--- src/rtl/register_file.sv ---
// Architectural register file with rename tags for an out-of-order core.
// Optional macro RF_COMMIT_BYPASS_EN forwards a same-cycle commit to matching lookups.
module register_file #(
   parameter int ROB_WIDTH = 4
) (
   input  logic                 clk_in,
   input  logic                 rst_in,
   input  logic                 rdy_in,
   input  logic                 clr_in,
   input  logic                 rob_to_rf_ready,
   input  logic [4:0]           rob_to_rf_reg_id,
   input  logic [31:0]          rob_to_rf_reg_val,
   input  logic [ROB_WIDTH-1:0] rob_to_rf_rob_index,
   input  logic                 issue_ready,
   input  logic [4:0]           issue_rd_id,
   input  logic [ROB_WIDTH-1:0] issue_rob_index,
   input  logic [4:0]           iu_rs1_id,
   input  logic [4:0]           iu_rs2_id,
   output logic                 rf_rs1_busy,
   output logic                 rf_rs2_busy,
   output logic [ROB_WIDTH-1:0] rf_rs1_depend,
   output logic [ROB_WIDTH-1:0] rf_rs2_depend,
   output logic [31:0]          rf_rs1_val,
   output logic [31:0]          rf_rs2_val
);

   typedef struct packed {
      logic                 busy;
      logic [ROB_WIDTH-1:0] dep;
      logic [31:0]          val;
   } rd_t;

   logic [31:0]          val_q  [32];
   logic [31:0]          val_d  [32];
   logic                 busy_q [32];
   logic                 busy_d [32];
   logic [ROB_WIDTH-1:0] tag_q  [32];
   logic [ROB_WIDTH-1:0] tag_d  [32];

   logic commit_fire;
   logic rename_fire;
   rd_t  rs1_r;
   rd_t  rs2_r;

   assign commit_fire = rdy_in & rob_to_rf_ready & (rob_to_rf_reg_id != 5'd0);
   assign rename_fire = rdy_in & issue_ready & ~clr_in & (issue_rd_id != 5'd0);

   function automatic rd_t lookup(input logic [4:0] id);
      rd_t r;
      r.busy = busy_q[id];
      r.dep  = busy_q[id] ? tag_q[id] : '0;
      r.val  = val_q[id];
`ifdef RF_COMMIT_BYPASS_EN
      // Only a commit that would actually retire the current producer is forwarded.
      if (commit_fire && (rob_to_rf_reg_id == id) && busy_q[id] &&
          (tag_q[id] == rob_to_rf_rob_index)) begin
         r.busy = 1'b0;
         r.dep  = '0;
         r.val  = rob_to_rf_reg_val;
      end
`endif
      if (id == 5'd0) begin
         r = '0;
      end
      return r;
   endfunction

   always_comb begin
      val_d  = val_q;
      busy_d = busy_q;
      tag_d  = tag_q;
      if (commit_fire) begin
         val_d[rob_to_rf_reg_id] = rob_to_rf_reg_val;
         // A younger rename may own the register; keep its tag in that case.
         if (tag_q[rob_to_rf_reg_id] == rob_to_rf_rob_index) begin
            busy_d[rob_to_rf_reg_id] = 1'b0;
            tag_d[rob_to_rf_reg_id]  = '0;
         end
      end
      if (rdy_in && clr_in) begin
         for (int i = 0; i < 32; i++) begin
            busy_d[i] = 1'b0;
            tag_d[i]  = '0;
         end
      end else if (rename_fire) begin
         busy_d[issue_rd_id] = 1'b1;
         tag_d[issue_rd_id]  = issue_rob_index;
      end
   end

   always_ff @(posedge clk_in or negedge rst_in) begin
      if (!rst_in) begin
         for (int i = 0; i < 32; i++) begin
            val_q[i]  <= '0;
            busy_q[i] <= 1'b0;
            tag_q[i]  <= '0;
         end
      end else begin
         val_q  <= val_d;
         busy_q <= busy_d;
         tag_q  <= tag_d;
      end
   end

   always_comb begin
      rs1_r         = lookup(iu_rs1_id);
      rs2_r         = lookup(iu_rs2_id);
      rf_rs1_busy   = rs1_r.busy;
      rf_rs1_depend = rs1_r.dep;
      rf_rs1_val    = rs1_r.val;
      rf_rs2_busy   = rs2_r.busy;
      rf_rs2_depend = rs2_r.dep;
      rf_rs2_val    = rs2_r.val;
   end

endmodule

--- config.mk ---
export PLATFORM = sky130hd
export DESIGN_NAME = register_file
export DESIGN_NICKNAME = d
export VERILOG_FILES = /design/src/rtl/register_file.sv
export SDC_FILE = /design/constraint.sdc
export NUM_CORES = 2
export LEC_CHECK = 0
export BUFFER_PORTS_ARGS = -buffer_cell sky130_fd_sc_hd__buf_2
export CORE_MARGIN = 3
export CORE_UTILIZATION = 37
export DETAILED_ROUTE_END_ITERATION = 16
export PLACE_DENSITY_LB_ADDON = 0.12
export SLEW_MARGIN = 0
export SYNTH_ARGS = -nofsm -noshare
export SYNTH_HDL_FRONTEND = slang
export SYNTH_SLANG_ARGS = --single-unit
--- constraint.sdc ---
create_clock -name clk_in -period 3.81 [get_ports clk_in]
set_input_delay 0.1905 -clock clk_in [delete_from_list [all_inputs] [get_ports clk_in]]
set_output_delay 0.1905 -clock clk_in [all_outputs]
set_load 0.02 [all_outputs]
==> results.yml <==
status:
  status: "finished clean"
sta:
  drv_slew: 0
  final-hold-violation-count: 0
  grt_setup_unrepaired: "false"
  clock_skew_ps: 34.3
  max_freq_mhz: 284
  fin_setup_tns_ps: 0
  setup_viol: 0
  relSlewSlack: 0.199
  layout_min_cycle_time_ps: 3520
  whs_ps: 83.1
  worstMarginPinSlew_ps: 1200
  period_share: 0.923
power_and_ir_drop:
  power_density_mw_per_mm2: 484
  p_int_mw: 26.1
  seq_power_share: 0.432
  p_sw_mw: 10.0
  swShare: 0.278
  leakagePower_nw: 32.5
  irDropWorstVdd_uv: 456
  clock_power_share: 0.388
  comb_power_share: 0.179
clock_network:
  cts_buffer_depth: 3
  clk_pin_slew_ps: 60
  cts_tree: "built"
  cts_made_buffers: 143
  ctsRootBufferMaster: "clkbuf_16"
  cts_resized: 0
  htree_levels: 4
  clkLatencyLatePin_ps: 800
  cts.sinks: 1184
  postCtsSetupBuffers: 0
route:
  dr_total_vias: 43300
  routedWlPerCell_um: 32.5
  drt-pass1-iter-count: 5
  drc: 0
  ant_nets: 0
  via_per_inst: 6.16
  totalWireLength_um: 229000
  initialDrtViolationCount: 3752
floorplan:
  core_area_mm2: 0.175
  initial_core_util: 0.374
  fp.dieH_um: 427
  ios: 140
  die_w_um: 427
  num_rows: 153
  die-area_mm2: 0.182
synth:
  synthSimpleGateAreaFrac: 0.0542
  yosysUniqueCellTypes: 48
  ys_seq_elements: 1184
  yosysWarnings: 0
  synth_compound_area_frac: 0.0355
  yosysSeqAreaShare: 0.452
  synthAdderAreaFrac: 0
  synth_top_family_by_area: "multiplexers"
  syn-cell-area_mm2: 0.0655
  syn-num-nets: 4655
  async_flop_share: 1.00
  synthCells: 4589
  synth_ff_type: "dfrtp_1"
  yosys.area_share.xor_xnor: 0.000535
  synth_edf_count: 0
  synthMuxAreaShare: 0.424
  syn_area_per_cell_um2: 14.3
critical_path:
  cp-end-kind: "output port"
  cp_max_fo: 3
  cp-start-kind: "register"
  required_ps: 3620
  worstPathArrival_ps: 3330
  crit_type: "reg2out"
  ff2ff_setup_slack_ps: 600
final_layout:
  layout_commonest_cell: "dfrtp_1"
  post-route-util: 0.426
  final_cell_mix: "1184 x dfrtp_1, 866 x mux2_2, 740 x mux4_2"
  stdcell_count: 7024
  drive_above_1_share: 0.471
  fillCellCount: 16000
  layout.nets: 4647
  area_delta_synth_final_pct: 13.9
placement:
  placedCellCount: 6719
  io_buffers: 139
  gp_congestion: 0.885
  hpwl_um: 135000
global_route:
  grt_pass1_wl_um: 334000
  antenna_found_initial: 4
  grt_max_degree: 123
  grt_pass1_vias: 44900
  grt.overflow.total: 0
  grt_use_total: 0.253
min_path:
  hp-class: "in2reg"
job:
  cap_violations: 0
==> power groups by stage <==
stage / Sequential [mW] / Combinational, mW / Clock, mW
after floorplan: 15.2 / 4.78 / 0
after global placement: 15.7 / 6.40 / 0
after detailed placement: 15.8 / 6.48 / 0
after CTS: 15.5 / 6.54 / 14.4
after global routing: 15.8 / 6.97 / 14.9
final: 15.6 / 6.47 / 14.0
==> critical path: stages, from the launching register on <==
cell     delay, ps
dfrtp_1        400
mux4_2         490
mux4_2         520
mux2_2         270
o21ai_0        330
inv_1          290
buf_2          250
==> kinds of logic after synthesis <==
group	after synthesis
buf+inv	524
flops	1184
simple gates	818
mux	1742
compound gates	317
xor+xnor	4
==> area by class of cell <==
type                       instances  area [um^2]  share of cell area
inverter                          17         63.8            0.000855
clock inverter                    44          536             0.00718
tap                             2325         2910              0.0390
sequential                      1184        29600               0.397
multi-input combinational       2881        34000               0.455
clock buffer                     216         4260              0.0570
antenna                            3         7.51            0.000101
timing repair buffer             354         3250              0.0436
==> timing repair <==
item	in CTS	in global routing
endpoints found under the setup margin	0	0
hold endpoints to repair	1041	0
hold buffers	42	0
==> per-layer routing <==
metal / GRT usage / up-vias / wire length, um
met4: 0.0793 / 0 / 7320
met2: 0.402 / 1425 / 108000
li1: - / 17700 / -
met5: 0 / - / 0
met1: 0.356 / 23800 / 100000
met3: 0.0397 / 339 / 12400
==> synthesized netlist by cell type, types with 8 or more instances <==
library cell / instances / area [um^2]
o22ai_1: 32 / 200
nand2_1: 460 / 1730
mux2_2: 866 / 9750
o221ai_2: 20 / 300
nand3_1: 111 / 556
buf_2: 129 / 646
inv_1: 17 / 63.8
mux4_2: 740 / 16700
and2_1: 11 / 68.8
nand4_1: 27 / 169
mux2i_1: 136 / 1360
o31ai_1: 24 / 180
nor2_1: 149 / 559
buf_1: 25 / 93.8
clkbuf_1: 339 / 1270
o221ai_1: 8 / 70.1
nor4_1: 8 / 50.1
a32oi_1: 90 / 788
a31oi_1: 26 / 163
dfrtp_1: 1184 / 29600
o21ai_0: 106 / 531
==> final timing paths <==
check | to | cells after the start | from
max in group asynchronous | val_q[25]$_DFFE_PN0P_ | 3 | rst_in
setup / recovery | rf_rs2_busy | 6 | busy_q[16]$_DFF_PN0_
min in group asynchronous | val_q[942]$_DFFE_PN0P_ | 3 | rst_in
hold / removal | tag_q[30]$_DFF_PN0_ | 3 | issue_rob_index[2]
hold reg to reg | val_q[999]$_DFFE_PN0P_ | 0 | val_q[999]$_DFFE_PN0P_
setup reg to reg | busy_q[24]$_DFF_PN0_ | 9 | tag_q[26]$_DFF_PN0_
==> flip-flops by register name (all words and copies together), names as in the netlist <==
register / flops
val_q: 1024
tag_q: 128
busy_q: 32
==> per-stage QoR <==
| stage | total power [mW] | setup slack, ps | instance area, um^2 |
|---|---|---|---|
| 2_1_floorplan | 20.0 | 1200 | 65500 |
| 3_3_place_gp | 22.1 | 588 | 69400 |
| 3_5_place_dp | 22.2 | 586 | 69400 |
| 4_1_cts | 36.5 | 221 | 74600 |
| 5_1_grt | 37.6 | 150 | 74600 |
| 6_report | 36.1 | 292 | 74600 |
Note: power is estimated with default switching activity, not from simulation.
